$ cat src/rtl/systolic_seq_ctrl.sv
// Sequencing controller for the 4x4 dual-output systolic array: fetches K operand
// tiles per output-tile job, guards each tile with a watchdog, and hands off the result.
module systolic_seq_ctrl #(
  parameter int unsigned TIMEOUT = 31,
  parameter int unsigned KT_W    = 4
) (
  input  logic            clk,
  input  logic            reset,
  input  logic            job_valid,
  output logic            job_ready,
  input  logic [KT_W-1:0] job_ktiles,
  output logic            tile_req,
  input  logic            tile_ack,
  output logic [KT_W-1:0] tile_idx,
  output logic            arr_reset,
  output logic            arr_flush_acc,
  input  logic            arr_done,
  output logic            res_capture,
  output logic            out_valid,
  input  logic            out_ready,
  output logic            busy,
  output logic            err_timeout,
  input  logic            err_clear
);

  localparam int unsigned WD_W = (TIMEOUT < 1) ? 1 : $clog2(TIMEOUT + 1);

  typedef enum logic [2:0] {
    S_IDLE,
    S_REQ,
    S_START,
    S_RUN,
    S_CAPTURE,
    S_OUT,
    S_ERR
  } state_t;

  state_t            state_q;
  state_t            state_d;
  logic [KT_W-1:0]   kt_q;
  logic [KT_W-1:0]   idx_q;
  logic [WD_W-1:0]   wd_q;
  logic              err_q;
  logic              last_tile;
  logic              wd_expired;

  assign last_tile  = (idx_q == (kt_q - KT_W'(1)));
  assign wd_expired = (wd_q == WD_W'(TIMEOUT));

  // State register
  always_ff @(posedge clk) begin
    if (reset) begin
      state_q <= S_IDLE;
    end else begin
      state_q <= state_d;
    end
  end

  // Next-state logic; a done in RUN takes priority over the watchdog
  always_comb begin
    state_d = state_q;
    case (state_q)
      S_IDLE:    if (job_valid) state_d = S_REQ;
      S_REQ:     if (tile_ack) state_d = S_START;
      S_START:   state_d = S_RUN;
      S_RUN: begin
        if (arr_done) begin
          state_d = last_tile ? S_CAPTURE : S_REQ;
        end else if (wd_expired) begin
          state_d = S_ERR;
        end
      end
      S_CAPTURE: state_d = S_OUT;
      S_OUT:     if (out_ready) state_d = S_IDLE;
      S_ERR:     if (err_clear) state_d = S_IDLE;
      default:   state_d = S_IDLE;
    endcase
  end

  // Job length, tile index, watchdog and sticky error
  always_ff @(posedge clk) begin
    if (reset) begin
      kt_q  <= KT_W'(1);
      idx_q <= '0;
      wd_q  <= '0;
      err_q <= 1'b0;
    end else begin
      case (state_q)
        S_IDLE: begin
          if (job_valid) begin
            kt_q  <= (job_ktiles == '0) ? KT_W'(1) : job_ktiles;
            idx_q <= '0;
          end
        end
        S_START: wd_q <= '0;
        S_RUN: begin
          if (arr_done) begin
            if (!last_tile) idx_q <= idx_q + KT_W'(1);
          end else if (wd_expired) begin
            err_q <= 1'b1;
          end else begin
            wd_q <= wd_q + WD_W'(1);
          end
        end
        S_ERR: if (err_clear) err_q <= 1'b0;
        default: ;
      endcase
    end
  end

  // Moore output decode; reset forces the quiescent pattern immediately
  always_comb begin
    job_ready     = 1'b0;
    tile_req      = 1'b0;
    arr_reset     = 1'b0;
    arr_flush_acc = 1'b0;
    res_capture   = 1'b0;
    out_valid     = 1'b0;
    busy          = 1'b0;
    if (reset) begin
      arr_reset = 1'b1;
    end else begin
      case (state_q)
        S_IDLE: begin
          job_ready = 1'b1;
          arr_reset = 1'b1;
        end
        S_REQ: begin
          tile_req = 1'b1;
          busy     = 1'b1;
        end
        S_START: begin
          arr_flush_acc = (idx_q == '0);
          busy          = 1'b1;
        end
        S_RUN:     busy = 1'b1;
        S_CAPTURE: begin
          res_capture = 1'b1;
          busy        = 1'b1;
        end
        S_OUT: begin
          out_valid = 1'b1;
          busy      = 1'b1;
        end
        S_ERR: begin
          arr_reset = 1'b1;
          busy      = 1'b1;
        end
        default: ;
      endcase
    end
  end

  assign tile_idx    = reset ? '0 : idx_q;
  assign err_timeout = err_q & ~reset;

endmodule
$ cat config.mk
export PLATFORM = sky130hd
export DESIGN_NAME = systolic_seq_ctrl
export DESIGN_NICKNAME = d
export VERILOG_FILES = /design/src/rtl/systolic_seq_ctrl.sv
export SDC_FILE = /design/constraint.sdc
export NUM_CORES = 1
export LEC_CHECK = 0
export CELL_PAD_IN_SITES_DETAIL_PLACEMENT = 2
export CELL_PAD_IN_SITES_GLOBAL_PLACEMENT = 2
export CORE_UTILIZATION = 31
export DETAILED_ROUTE_END_ITERATION = 7
export PLACE_DENSITY_LB_ADDON = 0.1
export SLEW_MARGIN = 20
export SYNTH_ARGS = -nofsm -noshare
export SYNTH_HDL_FRONTEND = slang
export SYNTH_SLANG_ARGS = --single-unit
$ cat constraint.sdc
create_clock -name clk -period 3.3 [get_ports clk]
set_input_delay 0.825 -clock clk [delete_from_list [all_inputs] [get_ports clk]]
set_output_delay 0.825 -clock clk [all_outputs]
set_load 0.01 [all_outputs]
==> results_dict.tcl, run 1 <==
set metrics [dict create \
    peakVddDrop_uv 177 \
    layout-drive-gt1-share_pct 11.2 \
    p_seq_share_pct 37.5 \
    syn_avg_cell_area_sq_um 7.84 \
    syn-instance-count 146 \
    intPower_w 0.000429 \
    die_w_microns 62.8 \
    power_frac_comb_pct 38.9 \
    overflow 0 \
    drc 0 \
    finClkSkew_ps 5.23 \
    track_usage_pct 20.9 \
    yosys-top-cells-area "dfxtp_1, nor2_1, ha_1, nor3_1, a21oi_1" \
    multiInputGateArea_sq_um 733 \
    start_util_pct 33.3 \
    syn-cell-area_sq_um 1140 \
    period_share_pct 99.4 \
    netSwitchingFraction_pct 37.7 \
    seq_area_sq_um 340 \
    drt_iter0_markers 55 \
    outcome "finished, final reports clean" \
    rsz0062_at_grt "no" \
    p_sw_w 0.000259 \
    port_buffers 22 \
    grt_max_degree 15 \
    cts-root-buf "clkbuf_8" \
    clockPowerShare_pct 23.6 \
    cp_slowest_cell "clkdlybuf4s50_1" \
    antenna_found_initial 0 \
    place_hpwl_mm 2.89 \
    slew_headroom_pct 64.9 \
    drt-wirelength-per-cell_microns 17.3 \
    worstSetupStartpointType "primary input" \
    cts.repair.resized 0 \
    nFillCells 418 \
    vias 1149 \
    clkTransAtPathRegs_ps 80 \
    hold_class "flip-flop to flip-flop" \
    cp_max_fo 6 \
    ant_nets 0 \
    path_buf_inv 2 \
    slowest_delay_ps 620 \
    setup_violations 0 \
    areaGrowthSynthToFinish_pct 28.3 \
    tns_ps 0 \
    worst_slew_pin_slew_ps 526 \
    via_per_inst 5.34 \
    core.rowCount 21 \
    fin_util_pct 42.7 \
    layout.nets 186 \
    cts_tree "done" \
    gp_congestion 0.832 \
    cp-end-kind "output port" \
    synth_nets 162 \
    critPathRequiredTime_ps 2470 \
    seq_area_frac_synth_pct 29.7 \
    async_reset_ff_share_pct 0 \
    synth_edf_count 0 \
    p_leak_nw 0.565 \
    ios 23 \
    timing.hold.ws_ps 523 \
    clock_sinks 17 \
    cp_cell_sequence "clkdlybuf4s50_1, nor2_1, nand2_1, nor4_1, clkdlybuf4s50_1" \
    ys.flop_type "dfxtp_1" \
    cts.path.max_buffers 2 \
    clkLatencyLatePin_ps 260 \
    core-area_sq_um 3440 \
    layout_common_cells "nor2_1, clkdlybuf4s50_1, dfxtp_1" \
    synth.lib_cells_used.distinct 39 \
    finalHoldViolCount 0 \
    grt_pass1_vias 1308 \
    finalCriticalPeriod_ps 3280 \
    power.density_nw_per_um2 469 \
    dieArea_sq_um 3940 \
    mostFrequentLayoutCell "nor2_1" \
    p_total_w 0.000689 \
    synth_seq_cells 17 \
    crit_family "buffers and inverters" \
    hold_buffers 0 \
    synth_top_area_cell "dfxtp_1" \
    fmaxAchievable_ghz 0.305 \
    finalMaxSlewViolations 0 \
    worst_path_most_repeated_cell "clkdlybuf4s50_1" \
    yosys.area.top_type_share_pct 29.7 \
    routed_wl_mm 3.72 \
    n_antenna_cell 0 \
    cts_htree_levels 1 \
    yosys_warnings 0 \
    firstDrtPassIters 4 \
    critical_path_arrival_ps 2460 \
    post-cts-setup-buffer-count 0 \
    cts_made_buffers 3 \
    criticalPathCategory "primary input to output port" \
    die_y_microns 62.8 \
    max_cap_viol_count 0 \
    grt_pass1_wl_mm 6.50 \
]
## flip-flops by register name, indices dropped and copies added, names as in the netlist
register  count
err_q         1
idx_q         4
kt_q          4
state_q       3
wd_q          5
## synthesized netlist by cell type (2+ instances only)
cell type,instances
a21oi_1,7
a22o_1,2
a22oi_1,4
a31oi_1,3
a32oi_1,2
buf_2,3
clkbuf_1,5
dfxtp_1,17
ha_1,5
inv_1,7
mux2_2,3
mux2i_1,2
nand2_1,7
nand2b_1,2
nand3_1,5
nand4_1,2
nor2_1,24
nor2b_1,4
nor3_1,8
o211ai_1,2
o21ai_0,6
or2_2,3
or3_1,4
xnor2_1,2
xor2_1,3
## per-layer routing
layer	GRT usage, %	wire, microns
met2	37.2	1890
met1	25.9	1710
met4	5.81	31
met3	2.92	94
met5	0	0
## cells by family (layout without fill, tap and decap cells)
family          count (synthesis)  count (layout)  synth area share, %
fa+ha+maj                       5               5                 5.46
mux                             5               5                 4.70
buf+inv                        16              39                 6.23
simple gates                   64              64                 28.6
flops                          17              17                 29.7
xor+xnor                        6               6                 5.79
compound gates                 33              33                 19.5
## power by group through the flow
stage,Clock [W],Combinational (W),Sequential (W)
3_3_place_gp,0,0.000258,0.000260
5_1_grt,0.000178,0.000293,0.000262
6_report,0.000162,0.000268,0.000258
4_1_cts,0.000167,0.000271,0.000258
2_1_floorplan,0,0.000189,0.000240
3_5_place_dp,0,0.000268,0.000263
## metrics by stage
stage	instance area, sq um	setup slack, ps	std cells
floorplan	1140	981	146
global placement	1420	136	211
detailed placement	1420	96.6	211
CTS	1470	77.3	215
global route	1470	11.6	215
finish	1470	19.8	215
## final cells by class
| class | count | area share, % |
|---|---|---|
| clock buffer | 3 | 2.81 |
| clock inverter | 1 | 0.341 |
| inverter | 7 | 1.79 |
| multi-input combinational | 113 | 49.9 |
| sequential | 17 | 23.2 |
| tap | 46 | 3.92 |
| timing repair buffer | 28 | 18.1 |
## final timing paths
check / startpoint / to / slack, ps / cells after the start
worst max-delay path: reset / arr_flush_acc / 20 / 5
worst min-delay path: kt_q[3]$_SDFFE_PP0P_ / kt_q[3]$_SDFFE_PP0P_ / 520 / 2
worst max register to register: wd_q[0]$_SDFFE_PP0P_ / state_q[0]$_SDFFE_PP0P_ / 1060 / 8
worst min register to register: kt_q[3]$_SDFFE_PP0P_ / kt_q[3]$_SDFFE_PP0P_ / 520 / 2
## worst register-to-register path, delay by kind of cell, from the launching register on
| kind | cells | cell delay, ps |
|---|---|---|
| AND/OR/NAND/NOR | 4 | 1100 |
| adder cells (fa/ha/maj) | 2 | 460 |
| flip-flops | 1 | 350 |
| AO/OA/AOI/OAI | 2 | 280 |
No activity file was read; power rests on OpenSTA's default activity.
==> run 2, diff against run 1 <==
MAX_ROUTING_LAYER = met4   (was unset)
PLACE_DENSITY = 0.8   (was unset)
PLACE_DENSITY_LB_ADDON = unset   (was 0.1)
SLEW_MARGIN = 10   (was 20)
==> run 2 against run 1 <==
Count of clock-buffer cells in the layout unchanged. Global-route usage increased by 1.3 points. Wire length increased by 3.0%. Sequential power increased by 3%. First-iteration DRC count increased by 55%. Critical path depth decreased by 1. Clock skew decreased by 0.52 ps. Worst hold slack got worse by 2.4 ps. Via count increased by 0.78%. Sequential share of layout area increased by 0.079 points. Sequential cell count unchanged. Clock power increased by 4%. Critical endpoint is now job_ready. Largest cell class unchanged.
==> results_dict.tcl, run 2 (synthesis results as in run 1) <==
set metrics [dict create \
    outcome "finished, final reports clean" \
    core.rowCount 21 \
    finalHoldViolCount 0 \
    timing.hold.ws_ps 520 \
    top_regs "wd_q (5), idx_q (4), kt_q (4)" \
    critPathRequiredTime_ps 2470 \
    cts_tree "done" \
    areaGrowthSynthToFinish_pct 27.9 \
    slew_headroom_pct 63.4 \
    core-area_sq_um 3440 \
    finClkSkew_ps 4.71 \
    antenna_found_initial 0 \
    finalMaxSlewViolations 0 \
    hold_class "flip-flop to flip-flop" \
    critical_path_arrival_ps 2220 \
    path_buf_inv 3 \
    power.density_nw_per_um2 475 \
    nFillCells 397 \
    p_leak_nw 0.578 \
    crit_family "buffers and inverters" \
    hold_start "err_q$_SDFFE_PP0P_" \
    overflow 0 \
    layout-drive-gt1-share_pct 10.7 \
    period_share_pct 92.3 \
    ios 23 \
    n_antenna_cell 0 \
    tns_ps 0 \
    cts_htree_levels 1 \
    worst_path_most_repeated_cell "clkdlybuf4s50_1" \
    port_buffers 22 \
    ant_nets 0 \
    post-cts-setup-buffer-count 0 \
    place_hpwl_mm 2.77 \
    layout_common_cells "nor2_1, clkdlybuf4s50_1, dfxtp_1" \
    criticalPathCategory "primary input to output port" \
    drt-wirelength-per-cell_microns 17.9 \
    cts.path.max_buffers 2 \
    dieArea_sq_um 3940 \
    largest_reg_flops 5 \
    cp-end-kind "output port" \
    drt_iter0_markers 85 \
    cp_slowest_cell "clkdlybuf4s50_1" \
    worstSetupStartpointType "primary input" \
    fmaxAchievable_ghz 0.328 \
    reg2reg_from "wd_q[0]$_SDFFE_PP0P_" \
    start_util_pct 33.3 \
    firstDrtPassIters 2 \
    cts_made_buffers 3 \
    clkLatencyLatePin_ps 260 \
    reg2reg_setup_slack_ps 1040 \
    vias 1158 \
    track_usage_pct 22.2 \
    via_per_inst 5.41 \
    gp_congestion 0.775 \
    grt_pass1_wl_mm 6.55 \
    rsz0062_at_grt "no" \
    grt_pass1_vias 1336 \
    mostFrequentLayoutCell "nor2_1" \
    finalCriticalPeriod_ps 3050 \
    cts.repair.resized 0 \
    slowest_delay_ps 560 \
    largest_register "wd_q" \
    die_y_microns 62.8 \
    cp_cell_sequence "clkdlybuf4s50_1, buf_4, nor3_1, clkdlybuf4s50_1" \
    cts-root-buf "clkbuf_8" \
    setup_violations 0 \
    die_w_microns 62.8 \
    grt_max_degree 17 \
    fin_util_pct 42.5 \
    drc 0 \
    clock_sinks 17 \
    peakVddDrop_uv 262 \
    layout.nets 185 \
    cp_max_fo 8 \
    max_cap_viol_count 0 \
    worst_slew_pin_slew_ps 549 \
    hold_buffers 0 \
    startpoint "reset" \
    routed_wl_mm 3.84 \
    clkTransAtPathRegs_ps 70 \
]
## run 2: cell count changes in the layout (fill, tap and decap cells not counted), sizes merged
cell	previous run	this run
dlymetal6s2s	0	1
buf	6	5
clkdlybuf4s50	22	21
## run 2: path summary, 6_finish.rpt
path                             endpoint  cells past startpoint
hold / removal         err_q$_SDFFE_PP0P_                      2
setup / recovery                job_ready                      4
setup reg to reg  state_q[0]$_SDFFE_PP0P_                      8
hold reg to reg        err_q$_SDFFE_PP0P_                      2
## run 2: per-layer routing
metal / share of wire, % / up-vias / GRT usage [%]
met5: 0 / - / -
met4: 2.4 / 0 / 9.88
met3: 2.4 / 8 / 2.74
met2: 51 / 25 / 39.9
met1: 44 / 564 / 24.1
li1: - / 561 / -
## run 2: tightest hold or removal path, cell delays in order (launching register included)
cell and delay [ps]:
dfxtp_1 340, a32oi_1 60, nor2_1 80
## run 2: power by group
| part | switching, W | internal (W) | total [W] |
|---|---|---|---|
| sequential | 0.0000432 | 0.000222 | 0.000265 |
| clock | 0.0000837 | 0.0000841 | 0.000168 |
| combinational | 0.000141 | 0.000121 | 0.000262 |
## run 2: stage by stage
| stage | area (sq um) | setup WS [ps] | total power (W) | std cells |
|---|---|---|---|---|
| floorplan | 1140 | 981 | 0.000429 | 146 |
| global placement | 1420 | 158 | 0.000510 | 210 |
| detailed placement | 1420 | 140 | 0.000527 | 210 |
| CTS | 1460 | 85.3 | 0.000700 | 214 |
| global route | 1460 | 181 | 0.000741 | 214 |
| finish | 1460 | 255 | 0.000695 | 214 |
## run 2: layout make-up
class,count,area [sq um],area share (%)
multi-input cells,113,733,50.1
well taps,46,57.6,3.93
inverters,7,26.3,1.79
clock buffers,3,41.3,2.82
repair buffers,27,260,17.8
flip-flops and latches,17,340,23.2
clock inverters,1,5.00,0.342
